### src/rtl/vga_timing.sv
// -----------------------------------------------------------------------------
// vga_timing
// Raster timing generator for a VGA-style display. A clock divider produces
// one pixel-advance strobe every CLK_DIV system clocks; on each strobe the
// horizontal pixel counter advances, and on its wrap the line counter
// advances. Visible-area and sync flags are decoded from the counters' next
// values and registered, so they always change on the same edge as the
// counters.
//
// Ports
//   clock        in   system clock, all state updates on its rising edge
//   rst_n        in   asynchronous active-low reset
//   pxcount      out  [10:0] current horizontal pixel position
//   linecount    out  [10:0] current line position
//   bright       out  current position lies in the visible area
//   hsync        out  horizontal sync, active-low
//   vsync        out  vertical sync, active-low
//   pix_en       out  one-clock strobe in each pixel-advance clock
//   frame_start  out  one-clock pulse after the counters advance to (0,0)
// -----------------------------------------------------------------------------
module vga_timing #(
    parameter int CLK_DIV   = 4,
    parameter int H_VISIBLE = 640,
    parameter int H_FP      = 16,
    parameter int H_SYNC    = 96,
    parameter int H_BP      = 48,
    parameter int V_VISIBLE = 480,
    parameter int V_FP      = 10,
    parameter int V_SYNC    = 2,
    parameter int V_BP      = 33
) (
    input  logic        clock,
    input  logic        rst_n,
    output logic [10:0] pxcount,
    output logic [10:0] linecount,
    output logic        bright,
    output logic        hsync,
    output logic        vsync,
    output logic        pix_en,
    output logic        frame_start
);

    localparam int H_TOTAL = H_VISIBLE + H_FP + H_SYNC + H_BP;
    localparam int V_TOTAL = V_VISIBLE + V_FP + V_SYNC + V_BP;
    localparam int DIV_W   = (CLK_DIV > 1) ? $clog2(CLK_DIV) : 1;

    localparam logic [DIV_W-1:0] DIV_LAST = DIV_W'(CLK_DIV - 1);
    localparam logic [DIV_W-1:0] DIV_ONE  = DIV_W'(1);
    localparam logic [DIV_W-1:0] DIV_ZERO = DIV_W'(0);

    localparam logic [10:0] CNT_ZERO = 11'd0;
    localparam logic [10:0] CNT_ONE  = 11'd1;
    localparam logic [10:0] H_LAST   = 11'(H_TOTAL - 1);
    localparam logic [10:0] V_LAST   = 11'(V_TOTAL - 1);
    localparam logic [10:0] H_VIS    = 11'(H_VISIBLE);
    localparam logic [10:0] V_VIS    = 11'(V_VISIBLE);
    localparam logic [10:0] HS_START = 11'(H_VISIBLE + H_FP);
    localparam logic [10:0] HS_END   = 11'(H_VISIBLE + H_FP + H_SYNC);
    localparam logic [10:0] VS_START = 11'(V_VISIBLE + V_FP);
    localparam logic [10:0] VS_END   = 11'(V_VISIBLE + V_FP + V_SYNC);

    // Reject geometries whose counters would not fit in 11 bits.
    if (CLK_DIV < 1 || H_TOTAL > 2048 || V_TOTAL > 2048 || H_TOTAL < 1 || V_TOTAL < 1) begin : g_bad_params
        $error("vga_timing: illegal parameter set");
    end

    logic [DIV_W-1:0] div_r;
    logic [DIV_W-1:0] div_next_s;
    logic             div_last_s;
    logic [10:0]      px_r;
    logic [10:0]      ln_r;
    logic [10:0]      px_next_s;
    logic [10:0]      ln_next_s;
    logic             bright_r;
    logic             hsync_r;
    logic             vsync_r;
    logic             frame_start_r;
    logic             bright_s;
    logic             hsync_s;
    logic             vsync_s;
    logic             frame_start_s;

    // Divider next value and the pixel-advance condition.
    always_comb begin
        div_last_s = (div_r == DIV_LAST);
        if (div_last_s) begin
            div_next_s = DIV_ZERO;
        end else begin
            div_next_s = div_r + DIV_ONE;
        end
    end

    // Next raster position: pixel wraps at H_TOTAL-1, line advances only on that wrap.
    always_comb begin
        px_next_s = px_r;
        ln_next_s = ln_r;
        if (div_last_s) begin
            if (px_r == H_LAST) begin
                px_next_s = CNT_ZERO;
                if (ln_r == V_LAST) begin
                    ln_next_s = CNT_ZERO;
                end else begin
                    ln_next_s = ln_r + CNT_ONE;
                end
            end else begin
                px_next_s = px_r + CNT_ONE;
                ln_next_s = ln_r;
            end
        end else begin
            px_next_s = px_r;
            ln_next_s = ln_r;
        end
    end

    // Decode visible area, syncs and frame start from the next position.
    always_comb begin
        bright_s      = (px_next_s < H_VIS) && (ln_next_s < V_VIS);
        hsync_s       = !((px_next_s >= HS_START) && (px_next_s < HS_END));
        vsync_s       = !((ln_next_s >= VS_START) && (ln_next_s < VS_END));
        frame_start_s = div_last_s && (px_next_s == CNT_ZERO) && (ln_next_s == CNT_ZERO);
    end

    // Divider, counters and decoded flags; reset parks the raster on its last position.
    always_ff @(posedge clock or negedge rst_n) begin
        if (!rst_n) begin
            div_r         <= DIV_ZERO;
            px_r          <= H_LAST;
            ln_r          <= V_LAST;
            bright_r      <= 1'b0;
            hsync_r       <= 1'b1;
            vsync_r       <= 1'b1;
            frame_start_r <= 1'b0;
        end else begin
            div_r         <= div_next_s;
            px_r          <= px_next_s;
            ln_r          <= ln_next_s;
            bright_r      <= bright_s;
            hsync_r       <= hsync_s;
            vsync_r       <= vsync_s;
            frame_start_r <= frame_start_s;
        end
    end

    assign pxcount     = px_r;
    assign linecount   = ln_r;
    assign bright      = bright_r;
    assign hsync       = hsync_r;
    assign vsync       = vsync_r;
    assign frame_start = frame_start_r;

    // The strobe is decoded straight from the divider register so it is high in
    // the very clock the counters are about to advance. Gating with rst_n keeps
    // it low during reset even when CLK_DIV=1 makes the divider permanently "last".
    assign pix_en = rst_n & div_last_s;

endmodule

### config.mk
export PLATFORM = sky130hd
export DESIGN_NAME = vga_timing
export DESIGN_NICKNAME = d
export VERILOG_FILES = /design/src/rtl/vga_timing.sv
export SDC_FILE = /design/constraint.sdc
export NUM_CORES = 1
export LEC_CHECK = 0
export ABC_CLOCK_PERIOD_IN_PS = 2700
export CELL_PAD_IN_SITES_DETAIL_PLACEMENT = 1
export CELL_PAD_IN_SITES_GLOBAL_PLACEMENT = 2
export CORE_UTILIZATION = 31
export CTS_BUF_LIST = sky130_fd_sc_hd__clkbuf_2 sky130_fd_sc_hd__clkbuf_4 sky130_fd_sc_hd__clkbuf_8
export DETAILED_ROUTE_END_ITERATION = 8
export HOLD_SLACK_MARGIN = 0.06
export PLACE_DENSITY = 0.75
export SLEW_MARGIN = 0
export SYNTH_ARGS = -nofsm -noshare
export SYNTH_HDL_FRONTEND = slang
export SYNTH_SLANG_ARGS = --single-unit
export TNS_END_PERCENT = 50
### constraint.sdc
create_clock -name clock -period 2.7 [get_ports clock]
set_input_delay 0.675 -clock clock [delete_from_list [all_inputs] [get_ports clock]]
set_output_delay 0.675 -clock clock [all_outputs]
set_load 0.01 [all_outputs]
==> results.yml <==
yosys:
  syn_area_per_cell_um2: 9.928
  ys_ff_latch: 28
  synthFlopType: "dfrtp_1"
  synth_edf_count: 0
  synth_area_leaders: "dfrtp_1 (24%), dfstp_2 (19%), xnor2_1 (7.4%)"
  synth_nets: 174
  syn_inst: 168
  syn_area_mm2: 0.001668
  yosysUniqueCellTypes: 50
  post-synth-top-area-fraction: 0.2401
  yosysWarningCount: 0
  synthArstFlopShare: 1.000
  yosys.area.top_type: "dfrtp_1"
  yosysSeqAreaShare: 0.4291
clocking:
  clk_path_buf_depth: 2
  cts_tree: "done"
  htree_levels: 1
  clkSinkCount: 28
  root_buffer: "clkbuf_8"
  clk_latency_ns: 0.27
  path_clk_slew_ns: 0.10
  cts_hold_buffers: 0
  cts_made_buffers: 3
worst_setup_path:
  crit_path_start: "pxcount[1]"
  cp_top_family: "simple AND/OR/NAND/NOR gates"
  cp.depth: 8
  cp-endpoint: "frame_start"
  start_kind: "register"
  reg2regPathDepth: 8
  cp.required_ns: 2.89
  reg2reg_from: "pxcount[1]"
  crit_arrival_ns: 2.81
  worstPathMaxFanout: 15
  endpoint_kind: "register"
  reg2reg_setup_slack_ns: 0.08
  reg2reg_to: "frame_start"
  crit_buf_inv: 1
  crit_chain: "ha_4 -> or4b_4 -> nor4_4 -> buf_4 -> and4_1 -> a211oi_1 -> or2_1 -> nor4_2"
  cp_slowest_cell: "dfstp_2"
  max_stage_delay_ns: 0.57
  critPathKind: "reg2reg"
detailed_routing:
  wl_um: 4771
  drt-wirelength-per-cell_um: 17.16
  drt-pass1-iter-count: 4
  viasPerCell: 5.230
  ant_nets: 0
  drt_iter0_markers: 67
  route.detailed.drc: 0
  num_vias: 1454
timing:
  rsz0062_at_grt: "true"
  max_freq_mhz: 381.7
  slew_viol_final: 0
  tightest_slew_ns: 0.4905
  hold_viol: 0
  skew_ns: 0.006068
  timing.final.crit_share: 0.9704
  relSlewSlack: 0.6705
  setup_violations: 0
  final.min_clock_period_ns: 2.620
power_and_ir_drop:
  finalPower_w: 0.0006780
  power.leakage_nw: 0.8918
  peakVddDrop_mv: 0.1659
  pwr_density_cell_mw_per_mm2: 309.8
placement:
  port_buffers: 28
  dp.cells: 273
  place_hpwl_um: 3586
  gp_congestion: 0.8165
floorplan:
  start_util: 0.3245
  num_rows: 26
  die_h_um: 75.35
  ios: 29
  core_mm2: 0.005140
  die-area_mm2: 0.005678
  die_w_um: 75.35
layout:
  n_antenna_cell: 0
  final_util: 0.4258
  final_common_cell: "clkdlybuf4s50_1"
  final_nets: 215
  drive_above_1_share: 0.2260
  layout_common_cells: "clkdlybuf4s50_1 (28), dfrtp_1 (16), nand2_1 (15), xnor2_1 (14), buf_4 (13)"
  seq_area_um2: 715.7
  instances_no_fill: 278
  nFillCells: 618
  syn2layout_area_growth_pct: 31.21
  multi_input_area_um2: 917.1
global_route:
  gr-total-overflow: 0
  grt_pass1_wl_um: 7831
  grt.total_usage: 0.1852
  grt_max_degree: 29
  grt_pass1_vias: 1532
  antenna_found_initial: 0
min_path:
  min_path_cells: 1
  worstHoldPathType: "reg2reg"
status:
  status: "finished, final reports clean"
run:
  maxCapViolCount: 0
-- kinds of logic (layout without fill, tap and decap cells) --
kind of cell | count (synthesis) | after routing | share of synthesized area
AOI/OAI and AO/OA | 23 | 23 | 0.09903
buffers and inverters | 16 | 56 | 0.04051
xor gates and xnor gates | 18 | 18 | 0.09452
DFF | 28 | 28 | 0.4291
muxes | 4 | 4 | 0.02626
and+or+nand+nor | 75 | 75 | 0.2806
adders and majority gates | 4 | 4 | 0.03001
-- where the power goes --
part,internal [W],total [W],switching [W]
combinational,0.00000222,0.0000117,0.00000945
sequential,0.000420,0.000420,0
clock,0.000116,0.000246,0.000130
total,0.000538,0.000678,0.000140
-- worst min path at each step --
stage | from | end | slack (ns)
2_1_floorplan | rst_n | bright | 0.38
3_3_place_gp | div_r[0] | div_r[0] | 0.42
3_5_place_dp | div_r[0] | div_r[0] | 0.42
4_1_cts | div_r[0] | div_r[0] | 0.44
5_1_grt | div_r[0] | div_r[0] | 0.47
6_report | div_r[0] | div_r[0] | 0.43
-- registers in the layout, summed over array words and instances, names as in the netlist --
| signal | count |
|---|---|
| div_r | 2 |
| hsync | 1 |
| linecount | 11 |
| bright | 1 |
| frame_start | 1 |
| pxcount | 11 |
| vsync | 1 |
-- cells in the mapped netlist, types with 3 or more instances --
master / n
ha_1: 4
inv_1: 10
o21ai_0: 5
dfstp_2: 12
nand2_1: 15
dfrtp_1: 16
clkbuf_1: 4
nor3_1: 7
xor2_1: 4
nand4_1: 8
xnor2_1: 14
nand3_1: 9
mux2_2: 3
nor2_1: 12
-- layer usage --
metal,up-vias,track usage,share of wire
li1,681,-,-
met4,0,0.04938,0.0088
met5,-,0,0
met1,750,0.2681,0.48
met3,4,0.01587,0.020
met2,19,0.2986,0.49
-- final cells by class --
class | count | share of cell area
multi-input combinational | 124 | 0.4191
tap | 70 | 0.04002
sequential | 28 | 0.3270
timing repair buffer | 41 | 0.1727
clock buffer | 4 | 0.02230
inverter | 11 | 0.01887
-- repair_timing --
item                                    4_1_cts  5_1_grt
endpoints found under the setup margin        1        2
pin swaps                                     1        2
buffers inserted                              1        0
endpoints found under the hold margin         0        0
resized for setup                             0        4
gates cloned                                  0        0
-- per-stage QoR --
step	hold slack (ns)	setup slack, ns	instance area (um^2)	setup TNS [ns]
2_1_floorplan	0.3794	-0.0003142	1683	-0.0003142
3_3_place_gp	0.4159	0.05996	2115	0
3_5_place_dp	0.4232	-0.02965	2115	-0.02965
4_1_cts	0.4372	0.02045	2171	0
5_1_grt	0.4711	-0.04179	2188	-0.05962
6_report	0.4301	0.07994	2188	0
Note: power is estimated with default switching activity, not from simulation.
